===== src/rtl/div.sv =====
// Sequential signed divider: radix-2 restoring iteration on magnitudes, sign fix-up at the end.
// Quotient is returned on low and remainder on hi, matching the HI/LO read path of the multiplier.
module div #(
   parameter int bits = 32
) (
   input  logic            clk,
   input  logic            reset,
   input  logic            start,
   input  logic [bits-1:0] a,
   input  logic [bits-1:0] b,
   output logic            busy,
   output logic            done,
   output logic            div_zero,
   output logic [bits-1:0] hi,
   output logic [bits-1:0] low,
   output logic [1:0]      dbg_state
);

   localparam int CW = $clog2(bits) + 1;

   localparam logic [1:0] IDLE = 2'd0;
   localparam logic [1:0] RUN  = 2'd1;
   localparam logic [1:0] FIX  = 2'd2;
   localparam logic [1:0] DONE = 2'd3;

   logic [1:0]      state_q, state_d;
   logic [bits-1:0] mag_b_q, mag_b_d;
   logic [bits-1:0] quo_q, quo_d;
   logic [bits:0]   rem_q, rem_d;
   logic [CW-1:0]   cnt_q, cnt_d;
   logic            neg_quo_q, neg_quo_d;
   logic            neg_rem_q, neg_rem_d;
   logic            div_zero_q, div_zero_d;
   logic [bits-1:0] hi_q, hi_d;
   logic [bits-1:0] low_q, low_d;

   // rem_q never exceeds |b|, so its top bit is zero and the trial difference
   // turns negative exactly when bit bits+1 is set.
   logic [bits+1:0] shifted;
   logic [bits+1:0] trial;

   assign shifted = {rem_q, quo_q[bits-1]};
   assign trial   = shifted - {2'b00, mag_b_q};

   always_comb begin
      state_d    = state_q;
      mag_b_d    = mag_b_q;
      quo_d      = quo_q;
      rem_d      = rem_q;
      cnt_d      = cnt_q;
      neg_quo_d  = neg_quo_q;
      neg_rem_d  = neg_rem_q;
      div_zero_d = div_zero_q;
      hi_d       = hi_q;
      low_d      = low_q;
      case (state_q)
         IDLE: begin
            if (start) begin
               quo_d      = a[bits-1] ? -a : a;
               mag_b_d    = b[bits-1] ? -b : b;
               neg_quo_d  = a[bits-1] ^ b[bits-1];
               neg_rem_d  = a[bits-1];
               rem_d      = '0;
               cnt_d      = '0;
               div_zero_d = (b == '0);
               state_d    = (b == '0) ? DONE : RUN;
            end
         end
         RUN: begin
            rem_d = trial[bits+1] ? shifted[bits:0] : trial[bits:0];
            quo_d = {quo_q[bits-2:0], ~trial[bits+1]};
            cnt_d = cnt_q + 1'b1;
            if (cnt_q == CW'(bits - 1)) state_d = FIX;
         end
         FIX: begin
            low_d   = neg_quo_q ? -quo_q : quo_q;
            hi_d    = neg_rem_q ? -rem_q[bits-1:0] : rem_q[bits-1:0];
            state_d = DONE;
         end
         DONE: begin
            state_d = IDLE;
         end
         default: begin
            state_d = IDLE;
         end
      endcase
   end

   always_ff @(posedge clk or posedge reset) begin
      if (reset) begin
         state_q    <= IDLE;
         mag_b_q    <= '0;
         quo_q      <= '0;
         rem_q      <= '0;
         cnt_q      <= '0;
         neg_quo_q  <= 1'b0;
         neg_rem_q  <= 1'b0;
         div_zero_q <= 1'b0;
         hi_q       <= '0;
         low_q      <= '0;
      end else begin
         state_q    <= state_d;
         mag_b_q    <= mag_b_d;
         quo_q      <= quo_d;
         rem_q      <= rem_d;
         cnt_q      <= cnt_d;
         neg_quo_q  <= neg_quo_d;
         neg_rem_q  <= neg_rem_d;
         div_zero_q <= div_zero_d;
         hi_q       <= hi_d;
         low_q      <= low_d;
      end
   end

   // Status decodes straight from the state register, so reset clears them without a clock edge.
   assign busy      = (state_q == RUN) || (state_q == FIX);
   assign done      = (state_q == DONE);
   assign div_zero  = div_zero_q;
   assign hi        = hi_q;
   assign low       = low_q;
   assign dbg_state = state_q;

endmodule


===== config.mk =====
export PLATFORM = sky130hd
export DESIGN_NAME = div
export DESIGN_NICKNAME = d
export VERILOG_FILES = /design/src/rtl/div.sv
export SDC_FILE = /design/constraint.sdc
export NUM_CORES = 1
export LEC_CHECK = 0
export CAP_MARGIN = 20
export CORE_MARGIN = 10
export CORE_UTILIZATION = 25
export DETAILED_ROUTE_END_ITERATION = 6
export GPL_ROUTABILITY_DRIVEN = 1
export PLACE_DENSITY = 0.49
export SYNTH_ARGS = -nofsm -noshare
export SYNTH_HDL_FRONTEND = slang
export SYNTH_SLANG_ARGS = --single-unit

===== constraint.sdc =====
create_clock -name clk -period 5.15 [get_ports clk]
set_input_delay 0.515 -clock clk [delete_from_list [all_inputs] [get_ports clk]]
set_output_delay 0.515 -clock clk [all_outputs]
set_load 0.01 [all_outputs]

==> results of run 1 <==
[sequential cells by signal, indices dropped and copies added (netlist names)]
register and cells:
div_zero 1, quo_q 32, rem_q 33, hi 32
mag_b_q 32, neg_quo_q 1, cnt_q 6, dbg_state 2
low 32, neg_rem_q 1
[metrics by stage]
stage               power (mW)  utilization [%]  hold slack [ps]  area [um2]  setup slack, ps
floorplan                 6.15                -              450       11400             2100
global placement          8.04             29.5              464       13300             1560
detailed placement        8.10             29.5              469       13300             1480
CTS                       9.55             30.9              488       14000             1450
global route              10.3             30.9              499       14000             1100
finish                    9.48             30.9              481       14000             1440
[tightest hold or removal path, stage by stage (launching register included)]
cell     delay, ps
dfrtp_1        350
nand2_1         40
o21ai_0         60
[how the worst min path moves through the flow]
stage,from,to,slack [ps],cells past startpoint
3_3_place_gp,div_zero,div_zero,460,2
2_1_floorplan,mag_b_q[10],mag_b_q[10],450,2
4_1_cts,mag_b_q[13],mag_b_q[13],490,2
5_1_grt,mag_b_q[13],mag_b_q[13],500,2
3_5_place_dp,div_zero,div_zero,470,2
6_report,mag_b_q[24],mag_b_q[24],480,2
[Yosys cell counts, types with 3 or more instances]
library cell  instances
o21ai_0             133
o21bai_1              3
o31ai_1              34
nand3_1              18
and3_1                6
inv_1                53
mux2_2                3
clkbuf_1             63
a21oi_1             123
dfrtp_1             172
mux2i_1              11
xnor2_1              39
o21a_1                9
and4_1                4
xor2_1              110
a221o_1              28
nor2_1              110
nand2_1             141
or3_1                12
a211oi_1             11
o211ai_1              9
or4_1                16
o41ai_1              19
nor4_1               12
nand2b_1              8
nor3_1               17
o31ai_2               3
nand4_1              16
ha_1                 41
nand3b_1              6
nand2b_4              3
a31oi_1               4
and2_1               26
nor2b_1              10
a21o_1               12
[kinds of logic (layout without fill, tap and decap cells)]
logic type | Yosys count | count (layout)
XOR/XNOR | 149 | 149
AND/OR/NAND/NOR | 415 | 415
multiplexers | 15 | 15
flip-flops | 172 | 172
AO/OA/AOI/OAI | 411 | 411
adder cells (fa/ha/maj) | 42 | 42
buffers and inverters | 122 | 233
[where the power goes]
part	switching (mW)	internal, mW
combinational	3.13	2.28
clock	0.576	0.827
sequential	0.693	1.98
[routing by layer]
metal  track usage (%)  vias to the layer above  routed length (um)
met1              18.7                     4680               18200
li1                  -                     4952                   -
met2              19.7                      211               15800
met5                 0                        -                  61
met4              4.54                        8                 686
met3              2.62                       41                1600
[layout make-up]
class                      instances  area [um2]  area share, %
timing repair buffer             148        1460           10.5
multi-input combinational       1032        6620           47.4
inverter                          54         206           1.48
clock buffer                      18         439           3.14
tap                              600         751           5.37
clock inverter                    13         190           1.36
sequential                       172        4300           30.8
==> results.toml, run 1 <==
[floorplanning]
die_area_um2 = 54500
ios = 136
num_rows = 78
initial_utilization_pct = 25.2
core_area_um2 = 45200
die_h_um = 233
die_x_um = 233

[synthesis]
async_reset_ff_share_pct = 100
synth_compound_area_share_pct = 22.7
synth_seq_cells = 172
synthAdderAreaFrac_pct = 4.68
synth_edf_count = 0
syn_inst = 1326
yosys.area_share.simple_pct = 17.8
yosys.area.top_type = "dfrtp_1"
synth_top_family_by_area = "compound AO/OA/AOI/OAI gates"
synth_top_area_share_pct = 37.8
synth_nets = 1435
ys_warn_count = 0
yosys-top-cells-area = "dfrtp_1 (38%), xor2_1 (8.5%), o21ai_0 (5.8%)"
mappedNetlistArea_um2 = 11400
ys.flop_type = "dfrtp_1"
yosys.cell_types.count = 66
synth_area_per_cell_um2 = 8.58
synthMuxAreaShare_pct = 1.40
synth_seq_area_share_pct = 37.8
yosys.area_share.xor_xnor_pct = 11.5

[critical_path]
path_class = "flop to flop"
crit_required_ps = 5480
path_delay_family = "simple AND/OR/NAND/NOR gates"
crit_fanout = 24
r2r_slack_ps = 1440
r2r-end = "rem_q[18]"
critPathCaptureType = "flop"
r2r_cells = 9
slowest_delay_ps = 640
crit_chain = "ha_1 > and4_1 > nand3_1 > o21ai_0 > o21ai_0 > and4_1 > o21ai_1 > nand2_1 > a221o_1"
crit_path_end = "rem_q[18]"
crit_path_start = "rem_q[16]"
cp.arrival_ps = 4040
critPathSlowestCell = "nand2_1"
path_buf_inv = 0
cp.depth = 9
r2r_start = "rem_q[16]"
crit_path_start_kind = "flop"

[clock_tree]
cts_tree = "done"
numCtsBuffers = 17
clk_latency_ps = 450
clock_sinks = 172
post_cts_buffers = 0
clkTransAtPathRegs_ps = 70
htreeDepth = 4
ctsLongestPathBuffers = 2
hold_buffers = 0
root_buffer = "clkbuf_16"
cts_resized = 0

[status]
outcome = "completed"

[placed_design]
dp.cells = 2006
port_buffers = 135
hpwl_mm = 28.0
place_congestion = 0.936

[sta]
finalMaxSlewViolations = 0
min_period_ps = 3710
min_period_over_period_pct = 72.0
rsz0062_at_grt = "no"
worstMarginPinSlew_ps = 1070
fin_setup_tns_ps = 0
finalHoldViolCount = 0
max_freq_mhz = 270
setup_viol_count_final = 0
slew_headroom_pct = 28.5
skew_ps = 11.9

[final_layout]
fin_nets = 1534
layout_commonest_cell = "dfrtp_1"
nFillCells = 4753
final_cell_mix = "dfrtp_1 (172), nand2_1 (140), clkdlybuf4s50_1 (135)"
diodes = 0
instances_no_fill = 2037
layout-drive-gt1-share_pct = 4.94
area_delta_synth_final_pct = 22.8

[detailed_routing]
drt_pass1_iterations = 5
drc_errors = 0
via_per_inst = 4.86
drt-total-wl_mm = 36.3
antenna_left = 0
drt_first_iter_violations = 652
dr_total_vias = 9892
drt-wirelength-per-cell_um = 17.8

[job]
maxCapViolCount = 0

[worst_hold_path]
hp-class = "flop to flop"

[power_and_ir_drop]
irDropWorstVdd_v = 0.000285
powerDensity_nw_per_um2 = 679
p_leak_nw = 5.81

[global_routing]
grt_remaining_overflow = 0
grt_max_degree = 93
grt_pass1_wl_mm = 56.4
grt_antenna_before_repair = 4
grtUsageTotal_pct = 13.2
grt_pass1_vias = 9599
Note: power is estimated with default switching activity, not from simulation.
==> run 2, diff against run 1 <==
- clock period: 5.15 -> 3.01 ns (I/O delays scaled with it)
==> run 2 against run 1 <==
First-iteration DRC count is 33% higher. Combinational power increased by 100%. Sequential power rose by 61%. Power is 85% higher. Setup slack worse by 1400 ps. Core utilization up 2.5 points. Flip-flop and latch count unchanged. Register-to-register slack got worse by 1400 ps. Largest cell class unchanged. Largest power group unchanged. Sequential share of layout area shrank 2.3 points.
==> results.toml, run 2 (synthesis results as in run 1) <==
[final_layout]
largest_register = "rem_q"
layout_commonest_cell = "dfrtp_1"
area_delta_synth_final_pct = 32.9
layout-drive-gt1-share_pct = 14.5
regArea_um2 = 4300
largest_reg_flops = 33
diodes = 0
multi_input_area_um2 = 6770
nFillCells = 4700
final_cell_mix = "dfrtp_1 (172), nand2_1 (139), buf_4 (139)"
fin_nets = 1665
instances_no_fill = 2169

[power_and_ir_drop]
p_leak_nw = 6.47
powerDensity_nw_per_um2 = 1160
irDropWorstVdd_v = 0.000457

[clock_tree]
root_buffer = "clkbuf_16"
htreeDepth = 4
cts_tree = "done"
hold_buffers = 0
clock_sinks = 172
clk_latency_ps = 450
ctsLongestPathBuffers = 2
clkTransAtPathRegs_ps = 70
numCtsBuffers = 17

[critical_path]
crit_path_start_kind = "flop"
crit_fanout = 4
critPathSlowestCell = "or4_4"
crit_required_ps = 3310
critPathCaptureType = "flop"
slowest_delay_ps = 520
cp.arrival_ps = 3260
crit_chain = "or3_4 > nand2b_4 > or4_4 > or4_4 > nand2b_4 > o31ai_2 > xor2_1 > a21oi_1"
path_class = "flop to flop"

[global_routing]
grt_pass1_wl_mm = 59.1
grtUsageTotal_pct = 13.9
gr-usage-met1_pct = 20.1
grt_remaining_overflow = 0
use_met2_pct = 20.2
grt_max_degree = 115
grt.busiest_layer = "met2"
grt_pass1_vias = 10128
grt_use_met3_pct = 2.68
grt_antenna_before_repair = 6

[floorplanning]
initial_utilization_pct = 25.2
die_h_um = 233
core_area_um2 = 45200
ios = 136
die_x_um = 233
num_rows = 78
die_area_um2 = 54500

[worst_hold_path]
hp-class = "primary input to async pin"

[sta]
min_period_ps = 2950
rsz0062_at_grt = "yes"
worst_slack_ps = 58.0
finalMaxSlewViolations = 0
worstMarginPinSlew_ps = 902
skew_ps = 10.9
min_period_over_period_pct = 98.1
slew_headroom_pct = 39.8
max_freq_mhz = 339
finalHoldViolCount = 0
setup_viol_count_final = 0

[detailed_routing]
dr_total_vias = 10456
drt-wirelength-per-cell_um = 17.5
via_per_inst = 4.82
drt-total-wl_mm = 38.0
antenna_left = 0
drt_first_iter_violations = 864
drc_errors = 0
drt_pass1_iterations = 5

[job]
maxCapViolCount = 0

[placed_design]
port_buffers = 135
dp.cells = 2134
hpwl_mm = 29.8
place_ws_ps = -147
place_congestion = 0.863

[status]
outcome = "completed"
[run 2: changes by cell type in the layout (fill, tap and decap cells not counted), sizes merged]
cell / previous run / this run
buf: 13 / 144
bufinv: 4 / 2
clkbuf: 18 / 17
clkinv: 6 / 3
clkinvlp: 2 / 4
inv: 55 / 60
[run 2: power by group]
| group | internal [mW] | total [mW] | switching [mW] | leakage [nW] |
|---|---|---|---|---|
| registers | 3.38 | 4.30 | 0.915 | 2.11 |
| clock network | 1.25 | 2.32 | 1.07 | 0.287 |
| logic | 4.99 | 11.0 | 5.96 | 4.08 |
| total | 9.63 | 17.6 | 7.95 | 6.47 |
[run 2: stage by stage]
| step | power [mW] | cell area [um2] | hold slack (ps) | setup TNS, ps | utilization [%] |
|---|---|---|---|---|---|
| 2_1_floorplan | 10.5 | 11400 | 450 | 0 | - |
| 3_3_place_gp | 14.9 | 14400 | 458 | -2600 | 31.8 |
| 3_5_place_dp | 14.9 | 14400 | 471 | -1310 | 31.8 |
| 4_1_cts | 17.4 | 15000 | 447 | 0 | 33.2 |
| 5_1_grt | 19.1 | 15100 | 444 | -155 | 33.5 |
| 6_report | 17.6 | 15100 | 401 | 0 | 33.5 |
[run 2: timing repair]
action                                  in CTS  in global routing
setup buffers                                2                  2
gates resized for setup                      7                 30
pin swaps                                    5                 17
endpoints found under the setup margin      27                 45
hold endpoints to repair                     0                  0
[run 2: layout make-up]
type,count,share of cell area (%)
multi-input combinational,1032,44.7
sequential,172,28.5
timing repair buffer,279,16.5
tap,600,4.96
clock buffer,17,2.81
inverter,54,1.37
clock inverter,15,1.15
[run 2: path summary, 6_finish.rpt]
path / endpoint / slack (ps) / start / depth (start not counted)
setup / recovery: low[21] / 60 / quo_q[1] / 8
hold / removal: hi[31] / 400 / reset / 3
setup reg to reg: low[21] / 60 / quo_q[1] / 8
hold reg to reg: mag_b_q[2] / 480 / mag_b_q[2] / 2
max in group asynchronous: quo_q[23] / 1990 / reset / 3
min in group clk: mag_b_q[2] / 480 / mag_b_q[2] / 2
[run 2: layer usage]
layer / share of wire, % / vias to the layer above / wire length [um]
li1: - / 5218 / -
met1: 50 / 4973 / 19000
met2: 43 / 214 / 16400
met3: 5.0 / 41 / 1890
met4: 1.7 / 10 / 651
met5: 0.16 / - / 60
[run 2: worst max-delay path, delay by kind of cell, from the launching register on]
family	cells	cell delay, ps
flip-flops	1	400
AO/OA/AOI/OAI	2	340
AND/OR/NAND/NOR	5	1770
XOR/XNOR	1	310
==> run 3, diff against run 2 <==
- SLEW_MARGIN: unset -> 20
==> results of run 3 <==
The final DEF is identical to that of run 2; final timing and power are the same.
